`src/rtl/mips_boot_pkg.sv`:
```
// Shared boot definitions: loader state encoding, memory map bases and
// small helpers used by the instruction-memory stream loader and memory models.
// Contents: ldr_state_e, IMEM_BASE, DMEM_BASE, geometry constants, count_legal(), is_stream_state().
package mips_boot_pkg;

    typedef enum logic [2:0] {
        ST_IDLE   = 3'd0,
        ST_HDR_HI = 3'd1,
        ST_HDR_LO = 3'd2,
        ST_DATA   = 3'd3,
        ST_WRITE  = 3'd4,
        ST_DONE   = 3'd5,
        ST_ERROR  = 3'd6
    } ldr_state_e;

    // Reset fetch address of the core and base of its data segment.
    localparam logic [31:0] IMEM_BASE = 32'h0040_0000;
    localparam logic [31:0] DMEM_BASE = 32'h1001_0000;

    localparam int unsigned WORD_BYTES = 4;
    localparam int unsigned ADDR_W     = 12;  // init_address is a word index
    localparam int unsigned CNT_W      = 13;  // one extra bit so a full 4096-word image fits

    // A header word count is usable when it names at least one word and
    // no more words than the memory holds.
    function automatic logic count_legal(input logic [15:0] n, input logic [16:0] depth);
        return (n != 16'd0) && ({1'b0, n} <= depth);
    endfunction

    // States in which the loader is waiting on the byte stream.
    function automatic logic is_stream_state(input ldr_state_e s);
        return (s == ST_HDR_HI) || (s == ST_HDR_LO) || (s == ST_DATA);
    endfunction

endpackage

```
`src/rtl/imem_stream_loader_byte_packer.sv`:
```
// Packs four stream bytes MSB-first into one 32-bit instruction word.
// Ports: clk/reset_n, clear_i (restart word), byte_vld_i/byte_dat_i (accepted byte),
// word_o (shift register), word_valid_o (this byte completes the word).
module byte_packer
    import mips_boot_pkg::*;
(
    input  logic        clk,
    input  logic        reset_n,
    input  logic        clear_i,
    input  logic        byte_vld_i,
    input  logic [7:0]  byte_dat_i,
    output logic [31:0] word_o,
    output logic        word_valid_o
);

    localparam logic [1:0] LAST_IDX = 2'(WORD_BYTES - 1);

    logic [1:0]  idx_q, idx_d;
    logic [31:0] word_q, word_d;

    // Shifting left puts the first byte of a word in [31:24] once all four
    // have arrived. The word itself is never cleared; only its index is.
    always_comb begin
        idx_d  = idx_q;
        word_d = word_q;
        if (clear_i) begin
            idx_d = '0;
        end else if (byte_vld_i) begin
            word_d = {word_q[23:0], byte_dat_i};
            idx_d  = idx_q + 2'd1;  // wraps to 0 after the 4th byte
        end
    end

    always_ff @(posedge clk) begin
        if (!reset_n) begin
            idx_q  <= '0;
            word_q <= '0;
        end else begin
            idx_q  <= idx_d;
            word_q <= word_d;
        end
    end

    // Flags the byte that completes a word so the FSM can move to WRITE on
    // the same edge that the last byte is shifted in.
    assign word_valid_o = byte_vld_i && !clear_i && (idx_q == LAST_IDX);
    assign word_o       = word_q;

endmodule

```
`src/rtl/imem_stream_loader.sv`:
```
// Boot loader: parses a 2-byte word count, then streams 4-byte words into the
// core's instruction-memory init port, holding the core in reset until done.
// Ports: clk/reset_n, start, s_data/s_valid/s_ready (byte stream), init_mode,
// write_enable, init_address, init_instruction, core_reset, load_done, load_error.
module imem_stream_loader
    import mips_boot_pkg::*;
#(
    parameter int unsigned DEPTH   = 4096,      // must not exceed 2**ADDR_W
    parameter int unsigned TIMEOUT = 1_000_000  // idle cycles tolerated between bytes
) (
    input  logic        clk,
    input  logic        reset_n,
    input  logic        start,
    input  logic [7:0]  s_data,
    input  logic        s_valid,
    output logic        s_ready,
    output logic        init_mode,
    output logic        write_enable,
    output logic [11:0] init_address,
    output logic [31:0] init_instruction,
    output logic        core_reset,
    output logic        load_done,
    output logic        load_error
);

    localparam int unsigned     TO_W     = (TIMEOUT > 1) ? $clog2(TIMEOUT) : 1;
    localparam logic [TO_W-1:0] TO_LAST  = TO_W'(TIMEOUT - 1);
    localparam logic [16:0]     DEPTH_17 = 17'(DEPTH);

    ldr_state_e          state_q, state_d;
    logic [7:0]          hdr_hi_q, hdr_hi_d;
    logic [CNT_W-1:0]    n_q, n_d;        // words in the image
    logic [CNT_W-1:0]    wcnt_q, wcnt_d;  // words written so far
    logic [ADDR_W-1:0]   addr_q, addr_d;
    logic [TO_W-1:0]     to_q, to_d;

    logic s_ready_q, write_enable_q, init_mode_q, core_reset_q, load_done_q, load_error_q;

    logic        accept;
    logic        restart;
    logic        pk_shift;
    logic        pk_word_done;
    logic        to_expired;
    logic [15:0] hdr_n;
    logic [31:0] pk_word;

    // s_ready_q always mirrors the current state, so the handshake never
    // depends combinationally on s_valid.
    assign accept     = s_valid && s_ready_q;
    assign restart    = start && ((state_q == ST_IDLE) || (state_q == ST_DONE) ||
                                  (state_q == ST_ERROR));
    assign pk_shift   = accept && (state_q == ST_DATA);
    assign hdr_n      = {hdr_hi_q, s_data};
    assign to_expired = (to_q == TO_LAST);

    byte_packer u_packer (
        .clk          (clk),
        .reset_n      (reset_n),
        .clear_i      (restart),
        .byte_vld_i   (pk_shift),
        .byte_dat_i   (s_data),
        .word_o       (pk_word),
        .word_valid_o (pk_word_done)
    );

    always_comb begin
        state_d  = state_q;
        hdr_hi_d = hdr_hi_q;
        n_d      = n_q;
        wcnt_d   = wcnt_q;
        addr_d   = addr_q;
        to_d     = to_q;

        // Idle watchdog while waiting on the stream. to_q holds the number of
        // idle cycles already seen, so the TIMEOUT-th idle cycle aborts.
        if (is_stream_state(state_q)) begin
            if (accept) begin
                to_d = '0;
            end else if (to_expired) begin
                state_d = ST_ERROR;
                to_d    = '0;
            end else begin
                to_d = to_q + 1'b1;
            end
        end

        case (state_q)
            ST_HDR_HI: begin
                if (accept) begin
                    hdr_hi_d = s_data;
                    state_d  = ST_HDR_LO;
                end
            end
            ST_HDR_LO: begin
                if (accept) begin
                    if (count_legal(hdr_n, DEPTH_17)) begin
                        n_d     = hdr_n[CNT_W-1:0];
                        state_d = ST_DATA;
                    end else begin
                        state_d = ST_ERROR;
                    end
                end
            end
            ST_DATA: begin
                if (pk_word_done) begin
                    state_d = ST_WRITE;
                end
            end
            ST_WRITE: begin
                wcnt_d = wcnt_q + CNT_W'(1);
                to_d   = '0;
                // The address is only advanced when another word follows, so
                // a full-depth image ends at the top address without wrapping.
                if ((wcnt_q + CNT_W'(1)) == n_q) begin
                    state_d = ST_DONE;
                end else begin
                    addr_d  = addr_q + 1'b1;
                    state_d = ST_DATA;
                end
            end
            default: ;
        endcase

        if (restart) begin
            state_d = ST_HDR_HI;
            n_d     = '0;
            wcnt_d  = '0;
            addr_d  = '0;
            to_d    = '0;
        end
    end

    always_ff @(posedge clk) begin
        if (!reset_n) begin
            state_q  <= ST_IDLE;
            hdr_hi_q <= '0;
            n_q      <= '0;
            wcnt_q   <= '0;
            addr_q   <= '0;
            to_q     <= '0;
        end else begin
            state_q  <= state_d;
            hdr_hi_q <= hdr_hi_d;
            n_q      <= n_d;
            wcnt_q   <= wcnt_d;
            addr_q   <= addr_d;
            to_q     <= to_d;
        end
    end

    // Control outputs are decoded from the next state and registered, so they
    // change on the same edge as the state (e.g. release coincides with DONE).
    always_ff @(posedge clk) begin
        if (!reset_n) begin
            s_ready_q      <= 1'b0;
            write_enable_q <= 1'b0;
            init_mode_q    <= 1'b1;
            core_reset_q   <= 1'b1;
            load_done_q    <= 1'b0;
            load_error_q   <= 1'b0;
        end else begin
            s_ready_q      <= is_stream_state(state_d);
            write_enable_q <= (state_d == ST_WRITE);
            init_mode_q    <= (state_d != ST_DONE);
            core_reset_q   <= (state_d != ST_DONE);
            load_done_q    <= (state_d == ST_DONE);
            load_error_q   <= (state_d == ST_ERROR);
        end
    end

    assign s_ready          = s_ready_q;
    assign write_enable     = write_enable_q;
    assign init_mode        = init_mode_q;
    assign core_reset       = core_reset_q;
    assign load_done        = load_done_q;
    assign load_error       = load_error_q;
    assign init_address     = addr_q;
    assign init_instruction = pk_word;

endmodule

```
`config.mk`:
```
export PLATFORM = sky130hd
export DESIGN_NAME = imem_stream_loader
export DESIGN_NICKNAME = d
export VERILOG_FILES = /design/src/rtl/mips_boot_pkg.sv /design/src/rtl/imem_stream_loader_byte_packer.sv /design/src/rtl/imem_stream_loader.sv
export SDC_FILE = /design/constraint.sdc
export NUM_CORES = 1
export LEC_CHECK = 0
export ABC_AREA = 0
export BUFFER_PORTS_ARGS = -buffer_cell sky130_fd_sc_hd__buf_2
export CAP_MARGIN = 20
export CORE_ASPECT_RATIO = 0.6
export CORE_UTILIZATION = 40
export CTS_BUF_LIST = sky130_fd_sc_hd__clkbuf_4 sky130_fd_sc_hd__clkbuf_8
export DETAILED_ROUTE_END_ITERATION = 8
export SLEW_MARGIN = 20
export SYNTH_ARGS = -nofsm -noshare
export SYNTH_HDL_FRONTEND = slang
export SYNTH_SLANG_ARGS = --single-unit
```
`constraint.sdc`:
```
create_clock -name clk -period 3.4 [get_ports clk]
set_input_delay 0.68 -clock clk [delete_from_list [all_inputs] [get_ports clk]]
set_output_delay 0.68 -clock clk [all_outputs]
set_load 0.005 [all_outputs]
```
==> impl_metrics.prom, run 1 <==
# TYPE chip_impl_metric gauge
chip_impl_info{name="result_of_the_run",value="finished, final reports clean"} 1
chip_impl_metric{name="timing.final.setup_violations",unit=""} 0
chip_impl_metric{name="synthCells",unit=""} 642
chip_impl_metric{name="syn-cell-area",unit="um^2"} 5020
chip_impl_metric{name="power_leakage",unit="uW"} 0.00195
chip_impl_metric{name="slew_viol_final",unit=""} 0
chip_impl_metric{name="numPlacedInstances",unit=""} 842
chip_impl_metric{name="floorplan.die.height",unit="um"} 88.8
chip_impl_metric{name="total_routing_usage_reported_by_global_routing",unit="%"} 20.1
chip_impl_metric{name="placement_rows",unit=""} 31
chip_impl_metric{name="share_seq_of_total_power",unit="%"} 57.6
chip_impl_metric{name="dr_total_vias",unit=""} 4761
chip_impl_info{name="min_path_type",value="register to register"} 1
chip_impl_info{name="synth_largest_area_cell",value="sky130_fd_sc_hd__dfxtp_1"} 1
chip_impl_info{name="root_buf_cell",value="sky130_fd_sc_hd__clkbuf_8"} 1
chip_impl_metric{name="power_density",unit="nW/um^2"} 393
chip_impl_metric{name="reg2reg_depth",unit=""} 8
chip_impl_metric{name="final.min_clock_period",unit="ns"} 3.14
chip_impl_metric{name="postRouteAntennaNets",unit=""} 0
chip_impl_metric{name="hold_viol_final",unit=""} 0
chip_impl_metric{name="routedWlPerCell",unit="um"} 15.2
chip_impl_info{name="cts_tree",value="done"} 1
chip_impl_metric{name="final_setup_tns",unit="ns"} 0
chip_impl_metric{name="slew-limit-headroom",unit="%"} 41.1
chip_impl_metric{name="p_clk_share",unit="%"} 36.9
chip_impl_metric{name="place_ws",unit="ns"} 0.276
chip_impl_metric{name="synthAdderAreaFrac",unit="%"} 0.998
chip_impl_metric{name="drc_violations_left",unit=""} 0
chip_impl_metric{name="ys_warn_count",unit=""} 0
chip_impl_info{name="global_routing_s_busiest_layer",value="met1"} 1
chip_impl_metric{name="grt_pass1_wl",unit="um"} 20500
chip_impl_metric{name="crit_arrival",unit="ns"} 3.44
chip_impl_metric{name="route.final.wire_length",unit="um"} 13000
chip_impl_metric{name="dieWidth",unit="um"} 147
chip_impl_metric{name="filler_cell_count",unit=""} 1204
chip_impl_metric{name="num-nets-final",unit=""} 704
chip_impl_metric{name="global_route.usage.met2",unit="%"} 28.3
chip_impl_metric{name="postSynthAreaPerCell",unit="um^2"} 7.82
chip_impl_metric{name="cts_post_setup_buffers_inserted",unit=""} 0
chip_impl_metric{name="place_congestion",unit=""} 0.879
chip_impl_metric{name="final_critical_path_setup_slack",unit="ns"} 0.255
chip_impl_info{name="largest_family_of_logic_cells_by_synthesized_area",value="simple AND/OR/NAND/NOR gates"} 1
chip_impl_metric{name="area_delta_synth_final",unit="%"} 12.6
chip_impl_metric{name="worstPathRequired",unit="ns"} 3.69
chip_impl_info{name="path_type_of_the_worst_setup_path",value="register to register"} 1
chip_impl_metric{name="synthArstFlopShare",unit="%"} 0
chip_impl_metric{name="number_of_global_route_vias_before_repair",unit=""} 3949
chip_impl_metric{name="final.setup_skew",unit="ns"} 0.0148
chip_impl_metric{name="htree_num_levels",unit=""} 3
chip_impl_metric{name="maximum_number_of_pins_on_one_net_before_global_route_repair",unit=""} 45
chip_impl_metric{name="combinational_power_share",unit="%"} 5.5
chip_impl_metric{name="cts.clk_slew.worst_paths",unit="ns"} 0.13
chip_impl_metric{name="cts_hold_buf",unit=""} 0
chip_impl_metric{name="number_of_enable_flip_flop_cells_after_synthesis",unit=""} 0
chip_impl_info{name="crit-reg2reg-capture",value="core_reset"} 1
chip_impl_metric{name="grt.met1_usage",unit="%"} 29.7
chip_impl_metric{name="cts-root-to-sink-buffers",unit=""} 2
chip_impl_metric{name="worst_path_largest_cell_delay",unit="ns"} 0.58
chip_impl_metric{name="synth_fp_nets",unit=""} 658
chip_impl_metric{name="reg2reg_setup_slack",unit="ns"} 0.26
chip_impl_metric{name="design.die.area",unit="um^2"} 13000
chip_impl_metric{name="synthDistinctLibCells",unit=""} 49
chip_impl_metric{name="post_cts.resized_instances",unit=""} 0
chip_impl_metric{name="initial_utilization",unit="%"} 41.3
chip_impl_metric{name="synth_sequential_area_ratio",unit="%"} 43.1
chip_impl_info{name="holdPathEnd",value="u_packer.word_o[27]"} 1
chip_impl_metric{name="yosys.area_share.xor_xnor",unit="%"} 4.89
chip_impl_metric{name="grt_antenna_before_repair",unit=""} 0
chip_impl_metric{name="port_buffers",unit=""} 61
chip_impl_metric{name="timing.critical_path.fanout_max",unit=""} 6
chip_impl_metric{name="fraction_of_the_mapped_netlist_area_in_simple_logic_gates",unit="%"} 29.0
chip_impl_metric{name="core",unit="um^2"} 12100
chip_impl_metric{name="swShare",unit="%"} 27.6
chip_impl_info{name="crit_slowest_cell",value="sky130_fd_sc_hd__or4_4"} 1
chip_impl_metric{name="routed_via_density",unit=""} 5.55
chip_impl_metric{name="post-synth-top-area-fraction",unit="%"} 43.1
chip_impl_info{name="synth_commonest_cells",value="131 x sky130_fd_sc_hd__nand2_1, 108 x sky130_fd_sc_hd__dfxtp_1, 85 x sky130_fd_sc_hd__a21oi_1"} 1
chip_impl_metric{name="groute.layer.met3.usage",unit="%"} 5.21
chip_impl_metric{name="finish.cell_count_without_fillers",unit=""} 858
chip_impl_info{name="crit_path_start_kind",value="register"} 1
chip_impl_metric{name="overall_power_after_layout",unit="uW"} 2220
chip_impl_info{name="rsz_0062_raised_after_global_routing",value="no"} 1
chip_impl_metric{name="antenna_cells_inserted",unit=""} 0
chip_impl_info{name="cp_cell_sequence",value="ha_1 -> nand3_2 -> nor2_1 -> xnor2_1 -> or4_4 -> or4_4 -> a211o_1 -> a211o_1"} 1
chip_impl_metric{name="ys_seq_elements",unit=""} 108
chip_impl_metric{name="synth.area.mux_share",unit="%"} 1.60
chip_impl_metric{name="cts_inserted_buffers",unit=""} 9
chip_impl_info{name="setup.worst_path.end_class",value="register"} 1
chip_impl_metric{name="number_of_placed_i_o_pins",unit=""} 62
chip_impl_metric{name="worst_hold_path.num_cells",unit=""} 2
chip_impl_metric{name="max-vdd-ir-drop",unit="uV"} 184
chip_impl_metric{name="worst-slew-pin-transition",unit="ns"} 0.880
chip_impl_info{name="r2r-start",value="wcnt_q[0]"} 1
chip_impl_info{name="top_count_cell_post_synth",value="sky130_fd_sc_hd__nand2_1"} 1
chip_impl_metric{name="max_clock_freq",unit="GHz"} 0.318
chip_impl_metric{name="drv.max_cap_violation_count",unit=""} 0
chip_impl_metric{name="synth_compound_gate_area_share",unit="%"} 16.3
chip_impl_metric{name="power_report.internal_total",unit="uW"} 1610
chip_impl_metric{name="latest_clock_arrival_within_the_worst_skew_pair",unit="ns"} 0.39
chip_impl_metric{name="dr.pass1.iters",unit=""} 5
chip_impl_metric{name="layout_worst_path_cycle_share",unit="%"} 92.5
chip_impl_metric{name="grt.overflow.total",unit=""} 0
chip_impl_metric{name="switching_power",unit="uW"} 613
chip_impl_metric{name="cts.sinks",unit=""} 108
chip_impl_info{name="ys.flop_type",value="sky130_fd_sc_hd__dfxtp_1"} 1
chip_impl_metric{name="place.detailed.hpwl",unit="um"} 9380
chip_impl_metric{name="ratio_of_cells_with_drive_above_1_in_the_final_layout",unit="%"} 14.6
chip_impl_info{name="synth_area_leaders",value="sky130_fd_sc_hd__dfxtp_1 43%, sky130_fd_sc_hd__nand2_1 9.8%, sky130_fd_sc_hd__a21oi_1 8.5%"} 1
chip_impl_metric{name="first_iter_violations",unit=""} 337
chip_impl_info{name="hold_path_start",value="u_packer.word_o[27]"} 1
metal layers:
| layer | routed length, um | share of wire [%] |
|---|---|---|
| met2 | 5220 | 40 |
| met3 | 986 | 7.6 |
| met4 | 127 | 0.98 |
| met5 | 0 | 0 |
| met1 | 6660 | 51 |
worst max-delay path: cells and delay by family (launching register included):
kind	cells	cell delay (ns)
xor+xnor	1	0.13
fa+ha+maj	1	0.30
flops	1	0.46
simple gates	4	1.55
compound gates	2	0.61
placed cells by master (no fill, tap or decap), types with 4 or more instances in the layout:
cell type / count
sky130_fd_sc_hd__inv_1: 4
sky130_fd_sc_hd__xnor2_1: 17
sky130_fd_sc_hd__a21oi_1: 85
sky130_fd_sc_hd__nor4_1: 11
sky130_fd_sc_hd__dfxtp_1: 108
sky130_fd_sc_hd__clkbuf_8: 9
sky130_fd_sc_hd__o21ai_0: 34
sky130_fd_sc_hd__nor2_1: 47
sky130_fd_sc_hd__mux2i_1: 8
sky130_fd_sc_hd__nor3_1: 8
sky130_fd_sc_hd__and2_1: 5
sky130_fd_sc_hd__ha_1: 4
sky130_fd_sc_hd__nand2_1: 130
sky130_fd_sc_hd__nand3_1: 30
sky130_fd_sc_hd__nand3b_1: 5
sky130_fd_sc_hd__nand2b_1: 6
sky130_fd_sc_hd__or4_1: 7
sky130_fd_sc_hd__o31ai_1: 5
sky130_fd_sc_hd__xor2_1: 11
sky130_fd_sc_hd__nand4_1: 11
sky130_fd_sc_hd__nor3b_1: 4
sky130_fd_sc_hd__and3_1: 8
sky130_fd_sc_hd__a22oi_1: 4
sky130_fd_sc_hd__buf_4: 13
sky130_fd_sc_hd__buf_2: 61
sky130_fd_sc_hd__or3_1: 16
worst max-delay path by stage:
stage              start          to  slack, ns  cells after the start
3_3_place_gp   s_data[7]      n_q[9]       0.39                      8
5_1_grt        wcnt_q[0]  load_error       0.04                      8
4_1_cts        wcnt_q[0]  core_reset       0.25                      8
2_1_floorplan  wcnt_q[0]  core_reset       0.54                      8
6_report       wcnt_q[0]  core_reset       0.26                      8
3_5_place_dp   wcnt_q[0]  core_reset       0.28                      8
power by group through the flow:
stage	registers, uW	clock network [uW]	logic (uW)
finish	1280	819	121
global route	1280	892	133
CTS	1280	843	120
detailed placement	1310	0	120
global placement	1310	0	118
floorplan	1300	0	80.1
flip-flops by register name (all words and copies together), names as in the netlist:
register         cells
core_reset           1
hdr_hi_q             8
init_address        12
load_done            1
load_error           1
n_q                 13
s_ready              1
state_q              3
to_q                20
u_packer.idx_q       2
u_packer.word_o     32
wcnt_q              13
write_enable         1
per-stage QoR:
stage               hold slack (ns)  cell area [um^2]  util, %
global placement              0.444              5440     44.8
floorplan                     0.439              5020        -
detailed placement            0.447              5440     44.8
finish                        0.460              5650     46.5
global route                  0.483              5650     46.5
CTS                           0.466              5650     46.5
area by class of cell:
cell class / instances / area (um^2) / share of cell area [%]
Multi-Input combinational cell: 490 / 2650 / 46.9
Tap cell: 165 / 206 / 3.65
Sequential cell: 108 / 2160 / 38.3
Timing Repair Buffer: 74 / 403 / 7.13
Inverter: 5 / 18.8 / 0.332
Clock inverter: 7 / 87.6 / 1.55
Clock buffer: 9 / 124 / 2.19
cells by family after synthesis:
family | after synthesis
muxes | 8
xor gates and xnor gates | 28
DFF | 108
and+or+nand+nor | 303
adders and majority gates | 4
AOI/OAI and AO/OA | 147
buffers and inverters | 44
No activity file was read; power rests on OpenSTA's default activity.
==> run 2, diff against run 1 <==
--- a/config.mk
+++ b/config.mk
@@ -12,6 +12,7 @@
 export CORE_UTILIZATION = 40
 export CTS_BUF_LIST = sky130_fd_sc_hd__clkbuf_4 sky130_fd_sc_hd__clkbuf_8
 export DETAILED_ROUTE_END_ITERATION = 8
+export PLACE_DENSITY_LB_ADDON = 0.05
 export SLEW_MARGIN = 20
 export SYNTH_ARGS = -nofsm -noshare
 export SYNTH_HDL_FRONTEND = slang
==> run 2 against run 1 <==
Die area unchanged; sequential share of layout area decreased by 0.32 points; largest power group unchanged; critical endpoint unchanged; maximum frequency increased by 0.38%; core utilization increased by 0.39 points; final cell count increased by 0.35%; total power increased by 4.4%.
==> impl_metrics.prom, run 2 (synthesis gave the netlist of run 1 again) <==
# TYPE chip_impl_metric gauge
chip_impl_info{name="result_of_the_run",value="finished, final reports clean"} 1
chip_impl_info{name="most_common_library_cell_in_the_layout_ignoring_fill_and_taps",value="sky130_fd_sc_hd__nand2_1"} 1
chip_impl_metric{name="overall_power_after_layout",unit="uW"} 2320
chip_impl_metric{name="slew-limit-headroom",unit="%"} 39.8
chip_impl_info{name="cp_top_family",value="simple AND/OR/NAND/NOR gates"} 1
chip_impl_metric{name="p_clk_share",unit="%"} 39.4
chip_impl_metric{name="dr.pass1.iters",unit=""} 5
chip_impl_info{name="path_type_of_the_worst_setup_path",value="register to register"} 1
chip_impl_metric{name="placement_rows",unit=""} 31
chip_impl_metric{name="drv.max_cap_violation_count",unit=""} 0
chip_impl_metric{name="worstPathRequired",unit="ns"} 3.68
chip_impl_info{name="crit_slowest_cell",value="sky130_fd_sc_hd__or4_4"} 1
chip_impl_metric{name="crit_arrival",unit="ns"} 3.41
chip_impl_metric{name="worst_path_largest_cell_delay",unit="ns"} 0.57
chip_impl_metric{name="grt_pass1_wl",unit="um"} 21400
chip_impl_info{name="setup.worst_path.end_class",value="register"} 1
chip_impl_info{name="rsz_0062_raised_after_global_routing",value="no"} 1
chip_impl_metric{name="cts-root-to-sink-buffers",unit=""} 2
chip_impl_metric{name="max_clock_freq",unit="GHz"} 0.319
chip_impl_metric{name="design.die.area",unit="um^2"} 13000
chip_impl_metric{name="numPlacedInstances",unit=""} 844
chip_impl_metric{name="final.min_clock_period",unit="ns"} 3.13
chip_impl_metric{name="place_ws",unit="ns"} 0.293
chip_impl_metric{name="cts.sinks",unit=""} 108
chip_impl_metric{name="maximum_number_of_pins_on_one_net_before_global_route_repair",unit=""} 45
chip_impl_info{name="min_path_type",value="register to register"} 1
chip_impl_metric{name="core",unit="um^2"} 12100
chip_impl_info{name="layout.cells.most_common_list",value="131 x sky130_fd_sc_hd__nand2_1, 108 x sky130_fd_sc_hd__dfxtp_1, 85 x sky130_fd_sc_hd__a21oi_1"} 1
chip_impl_metric{name="routedWlPerCell",unit="um"} 15.3
chip_impl_metric{name="cts_hold_buf",unit=""} 0
chip_impl_metric{name="hold_viol_final",unit=""} 0
chip_impl_metric{name="number_of_global_route_vias_before_repair",unit=""} 4061
chip_impl_metric{name="cts_inserted_buffers",unit=""} 9
chip_impl_metric{name="floorplan.die.height",unit="um"} 88.8
chip_impl_metric{name="drc_violations_left",unit=""} 0
chip_impl_metric{name="initial_utilization",unit="%"} 41.3
chip_impl_metric{name="power_report.internal_total",unit="uW"} 1730
chip_impl_metric{name="final_setup_tns",unit="ns"} 0
chip_impl_metric{name="final.setup_skew",unit="ns"} 0.0158
chip_impl_metric{name="latest_clock_arrival_within_the_worst_skew_pair",unit="ns"} 0.38
chip_impl_info{name="cts_tree",value="done"} 1
chip_impl_metric{name="power_density",unit="nW/um^2"} 407
chip_impl_metric{name="area_delta_synth_final",unit="%"} 13.5
chip_impl_metric{name="largest_reg_flops",unit=""} 32
chip_impl_metric{name="place_congestion",unit=""} 0.885
chip_impl_metric{name="cts.clk_slew.worst_paths",unit="ns"} 0.11
chip_impl_metric{name="timing.critical_path.fanout_max",unit=""} 6
chip_impl_metric{name="switching_power",unit="uW"} 583
chip_impl_metric{name="power_leakage",unit="uW"} 0.00198
chip_impl_metric{name="antenna_cells_inserted",unit=""} 0
chip_impl_metric{name="total_routing_usage_reported_by_global_routing",unit="%"} 21.1
chip_impl_metric{name="number_of_placed_i_o_pins",unit=""} 62
chip_impl_metric{name="first_iter_violations",unit=""} 229
chip_impl_metric{name="grt_antenna_before_repair",unit=""} 0
chip_impl_metric{name="ratio_of_cells_with_drive_above_1_in_the_final_layout",unit="%"} 14.8
chip_impl_metric{name="dieWidth",unit="um"} 147
chip_impl_metric{name="worstPathBufferInverterCount",unit=""} 0
chip_impl_metric{name="post_cts.resized_instances",unit=""} 0
chip_impl_metric{name="share_seq_of_total_power",unit="%"} 55.2
chip_impl_metric{name="layout_worst_path_cycle_share",unit="%"} 92.1
chip_impl_metric{name="finalCoreUtilization",unit="%"} 46.9
chip_impl_metric{name="final_critical_path_setup_slack",unit="ns"} 0.267
chip_impl_metric{name="num-nets-final",unit=""} 707
chip_impl_info{name="crit_path_start_kind",value="register"} 1
chip_impl_metric{name="swShare",unit="%"} 25.1
chip_impl_metric{name="dr_total_vias",unit=""} 4605
chip_impl_metric{name="timing.final.setup_violations",unit=""} 0
chip_impl_metric{name="place.detailed.hpwl",unit="um"} 9460
chip_impl_info{name="cp_cell_sequence",value="ha_1 -> nand3_2 -> nor2_1 -> xnor2_1 -> or4_4 -> or4_4 -> a211o_1 -> a211o_1"} 1
chip_impl_info{name="root_buf_cell",value="sky130_fd_sc_hd__clkbuf_8"} 1
chip_impl_metric{name="postRouteAntennaNets",unit=""} 0
chip_impl_metric{name="routed_via_density",unit=""} 5.35
chip_impl_metric{name="slew_viol_final",unit=""} 0
chip_impl_metric{name="htree_num_levels",unit=""} 3
chip_impl_metric{name="finish.cell_count_without_fillers",unit=""} 861
chip_impl_metric{name="route.final.wire_length",unit="um"} 13200
chip_impl_metric{name="max-vdd-ir-drop",unit="uV"} 205
chip_impl_metric{name="combinational_power_share",unit="%"} 5.4
chip_impl_metric{name="grt.overflow.total",unit=""} 0
chip_impl_metric{name="cts_post_setup_buffers_inserted",unit=""} 0
chip_impl_metric{name="worst-slew-pin-transition",unit="ns"} 0.900
chip_impl_metric{name="port_buffers",unit=""} 61
run 2: changes by cell type in the layout (fill, tap and decap cells not counted), sizes merged:
cell / change
buf: +3
bufinv: +2
clkinv: -1
inv: -1
run 2: per-stage QoR:
stage	hold WS (ns)	area, um^2
final	0.462	5700
after global routing	0.484	5700
after CTS	0.466	5680
after detailed placement	0.449	5450
after global placement	0.441	5450
after floorplan	0.439	5020
run 2: worst paths after layout:
check                      startpoint                   to  slack, ns  cells after the start
setup / recovery            wcnt_q[0]           core_reset       0.27                      8
hold / removal    u_packer.word_o[27]  u_packer.word_o[27]       0.46                      2
setup reg to reg            wcnt_q[0]           core_reset       0.27                      8
hold reg to reg   u_packer.word_o[27]  u_packer.word_o[27]       0.46                      2
run 2: layer usage:
metal	track usage, %	up-vias	routed length (um)
li1	-	2340	-
met1	32.7	2129	7200
met2	28.0	122	4990
met3	5.52	14	867
met4	5.59	0	150
met5	0	-	0
run 2: cell type report:
cell class | instances | area [um^2]
fill | 1240 | 6440
multi-input combinational | 490 | 2650
sequential | 108 | 2160
timing repair buffer | 77 | 433
tap | 165 | 206
clock buffer | 9 | 124
clock inverter | 7 | 108
inverter | 5 | 18.8
run 2: worst register-to-register path, delay by kind of cell, from the launching register on:
family,cells,cell delay [ns]
xor gates and xnor gates,1,0.11
AOI/OAI and AO/OA,2,0.61
and+or+nand+nor,4,1.54
DFF,1,0.47
adders and majority gates,1,0.30
run 2: power by group through the flow:
stage	Clock, uW	Combinational, uW	Sequential, uW
2_1_floorplan	0	80.1	1300
3_3_place_gp	0	123	1310
3_5_place_dp	0	125	1310
4_1_cts	944	125	1280
5_1_grt	999	139	1280
6_report	914	125	1280
==> run 3, diff against run 2 <==
--- a/config.mk
+++ b/config.mk
@@ -9,7 +9,7 @@
 export BUFFER_PORTS_ARGS = -buffer_cell sky130_fd_sc_hd__buf_2
 export CAP_MARGIN = 20
 export CORE_ASPECT_RATIO = 0.6
-export CORE_UTILIZATION = 40
+export CORE_UTILIZATION = 60
 export CTS_BUF_LIST = sky130_fd_sc_hd__clkbuf_4 sky130_fd_sc_hd__clkbuf_8
 export DETAILED_ROUTE_END_ITERATION = 8
 export PLACE_DENSITY_LB_ADDON = 0.05
==> run 3 against run 2 <==
Total power fell by 4.0%; clock power down 9.8%; register-to-register slack got worse by 0.07 ns; critical path type unchanged; critical endpoint unchanged; largest power group unchanged; highest routed layer unchanged.
==> impl_metrics.prom, run 3 (synthesis gave the netlist of run 1 again) <==
# TYPE chip_impl_metric gauge
chip_impl_info{name="result_of_the_run",value="finished, final reports clean"} 1
chip_impl_metric{name="filler_cell_count",unit=""} 666
chip_impl_metric{name="timing.critical_path.fanout_max",unit=""} 6
chip_impl_metric{name="total_routing_usage_reported_by_global_routing",unit="%"} 29.6
chip_impl_metric{name="hold_viol_final",unit=""} 0
chip_impl_metric{name="worstPathRequired",unit="ns"} 3.69
chip_impl_metric{name="power_density",unit="nW/um^2"} 398
chip_impl_metric{name="hold_slack",unit="ns"} 0.458
chip_impl_metric{name="cts-root-to-sink-buffers",unit=""} 2
chip_impl_info{name="hold_path_start",value="u_packer.word_o[28]"} 1
chip_impl_metric{name="core",unit="um^2"} 7980
chip_impl_metric{name="latest_clock_arrival_within_the_worst_skew_pair",unit="ns"} 0.39
chip_impl_metric{name="route.final.wire_length",unit="um"} 12400
chip_impl_metric{name="layout_worst_path_cycle_share",unit="%"} 94.2
chip_impl_metric{name="ratio_of_cells_with_drive_above_1_in_the_final_layout",unit="%"} 14.6
chip_impl_metric{name="power_leakage",unit="uW"} 0.00196
chip_impl_metric{name="initial_utilization",unit="%"} 62.9
chip_impl_info{name="setup.worst_path.end_class",value="register"} 1
chip_impl_metric{name="floorplan.die.height",unit="um"} 72.8
chip_impl_metric{name="antenna_cells_inserted",unit=""} 0
chip_impl_metric{name="post_cts.resized_instances",unit=""} 0
chip_impl_metric{name="number_of_placed_i_o_pins",unit=""} 62
chip_impl_info{name="min_path_type",value="register to register"} 1
chip_impl_metric{name="largest_reg_flops",unit=""} 32
chip_impl_metric{name="grt_antenna_before_repair",unit=""} 0
chip_impl_metric{name="cts_inserted_buffers",unit=""} 9
chip_impl_metric{name="worst_path_largest_cell_delay",unit="ns"} 0.57
chip_impl_metric{name="cts.clk_slew.worst_paths",unit="ns"} 0.12
chip_impl_metric{name="worst_hold_path.num_cells",unit=""} 2
chip_impl_metric{name="placement_rows",unit=""} 25
chip_impl_info{name="cts_tree",value="done"} 1
chip_impl_metric{name="grt.overflow.total",unit=""} 0
chip_impl_metric{name="max-vdd-ir-drop",unit="uV"} 265
chip_impl_metric{name="place_congestion",unit=""} 0.895
chip_impl_metric{name="number_of_global_route_vias_before_repair",unit=""} 4086
chip_impl_info{name="rsz_0062_raised_after_global_routing",value="no"} 1
chip_impl_info{name="crit-reg2reg-capture",value="core_reset"} 1
chip_impl_metric{name="dr_total_vias",unit=""} 4830
chip_impl_metric{name="htree_num_levels",unit=""} 3
chip_impl_info{name="r2r-start",value="wcnt_q[0]"} 1
chip_impl_metric{name="crit_arrival",unit="ns"} 3.49
chip_impl_metric{name="design.die.area",unit="um^2"} 8740
chip_impl_metric{name="place.detailed.hpwl",unit="um"} 8730
chip_impl_info{name="root_buf_cell",value="sky130_fd_sc_hd__clkbuf_8"} 1
chip_impl_metric{name="cts_hold_buf",unit=""} 0
chip_impl_metric{name="reg2reg_setup_slack",unit="ns"} 0.20
chip_impl_metric{name="cts_post_setup_buffers_inserted",unit=""} 0
chip_impl_info{name="layout.cells.most_common_list",value="131 x sky130_fd_sc_hd__nand2_1, 108 x sky130_fd_sc_hd__dfxtp_1, 85 x sky130_fd_sc_hd__a21oi_1"} 1
chip_impl_metric{name="slew-limit-headroom",unit="%"} 55.0
chip_impl_metric{name="final.min_clock_period",unit="ns"} 3.20
chip_impl_metric{name="slew_viol_final",unit=""} 0
chip_impl_info{name="crit_path_start_kind",value="register"} 1
chip_impl_metric{name="routed_via_density",unit=""} 6.02
chip_impl_metric{name="max_clock_freq",unit="GHz"} 0.312
chip_impl_metric{name="num-nets-final",unit=""} 705
chip_impl_metric{name="routedWlPerCell",unit="um"} 15.5
chip_impl_metric{name="dr.pass1.iters",unit=""} 5
chip_impl_metric{name="timing.final.setup_violations",unit=""} 0
chip_impl_metric{name="final-seq-area",unit="um^2"} 2160
chip_impl_info{name="holdPathEnd",value="u_packer.word_o[28]"} 1
chip_impl_metric{name="postRouteAntennaNets",unit=""} 0
chip_impl_info{name="crit_slowest_cell",value="sky130_fd_sc_hd__or4_4"} 1
chip_impl_info{name="path_type_of_the_worst_setup_path",value="register to register"} 1
chip_impl_metric{name="worstPathBufferInverterCount",unit=""} 0
chip_impl_metric{name="worst-slew-pin-transition",unit="ns"} 0.675
chip_impl_metric{name="area_delta_synth_final",unit="%"} 11.4
chip_impl_metric{name="grt_pass1_wl",unit="um"} 20500
chip_impl_metric{name="area_occupied_by_multi_input_gates",unit="um^2"} 2650
chip_impl_metric{name="final.setup_skew",unit="ns"} 0.0142
chip_impl_metric{name="port_buffers",unit=""} 61
chip_impl_metric{name="cts.sinks",unit=""} 108
chip_impl_info{name="cp_cell_sequence",value="ha_1 -> nand3_2 -> nor2_1 -> xnor2_1 -> or4_4 -> or4_4 -> a211o_1 -> a211o_1"} 1
chip_impl_metric{name="maximum_number_of_pins_on_one_net_before_global_route_repair",unit=""} 45
chip_impl_metric{name="first_iter_violations",unit=""} 518
chip_impl_metric{name="drc_violations_left",unit=""} 0
chip_impl_info{name="cp_top_family",value="simple AND/OR/NAND/NOR gates"} 1
chip_impl_metric{name="drv.max_cap_violation_count",unit=""} 0
chip_impl_info{name="most_common_library_cell_in_the_layout_ignoring_fill_and_taps",value="sky130_fd_sc_hd__nand2_1"} 1
chip_impl_metric{name="dieWidth",unit="um"} 120
chip_impl_metric{name="reg2reg_depth",unit=""} 8
chip_impl_metric{name="final_setup_tns",unit="ns"} 0
[run 3: cell types whose count changed in the layout (fill, tap and decap cells not counted), sizes merged]
cell | previous run | this run
buf | 77 | 75
bufinv | 2 | 0
clkinv | 2 | 4
clkinvlp | 1 | 0
inv | 7 | 8
[run 3: tightest hold or removal path, cell delays in order, from the launching register on]
cell and delay [ns]:
sky130_fd_sc_hd__dfxtp_1 0.32, sky130_fd_sc_hd__nand2_1 0.05, sky130_fd_sc_hd__a21oi_1 0.05
[run 3: worst max path at each step]
stage	start	to	cells after the start
finish	wcnt_q[0]	core_reset	8
global route	wcnt_q[0]	core_reset	8
CTS	wcnt_q[0]	core_reset	8
detailed placement	wcnt_q[0]	core_reset	8
global placement	wcnt_q[0]	core_reset	8
floorplan	wcnt_q[0]	core_reset	8
[run 3: layout make-up]
cell class              instances  share of cell area (%)
multi-input cells             490                    47.3
flip-flops and latches        108                    38.7
repair buffers                 75                    7.47
well taps                     108                    2.42
clock buffers                   9                    2.22
clock inverters                 7                    1.59
inverters                       5                   0.336
[run 3: metal layers]
layer	wire length [um]	track usage, %	share of wire [%]	up-vias
met2	5020	41.8	40	221
met5	0	0	0	-
li1	-	-	-	2338
met3	1120	6.41	9.0	7
met4	74	5.97	0.60	0
met1	6200	45.7	50	2264
[run 3: per-stage QoR]
stage	std cells	area [um^2]	setup slack (ns)	util, %	total power (uW)
after floorplan	642	5020	0.536	-	1380
after global placement	785	5360	0.331	67.2	1420
after detailed placement	785	5360	0.240	67.2	1430
after CTS	801	5580	0.225	69.9	2230
after global routing	802	5590	0.0384	70.1	2290
final	802	5590	0.198	70.1	2230
[run 3: where the power goes]
part	leakage, uW	switching [uW]	internal, uW
registers	0.000870	8.37	1270
clock network	0.000107	521	303
logic	0.000986	88.1	34.6
total	0.00196	617	1610
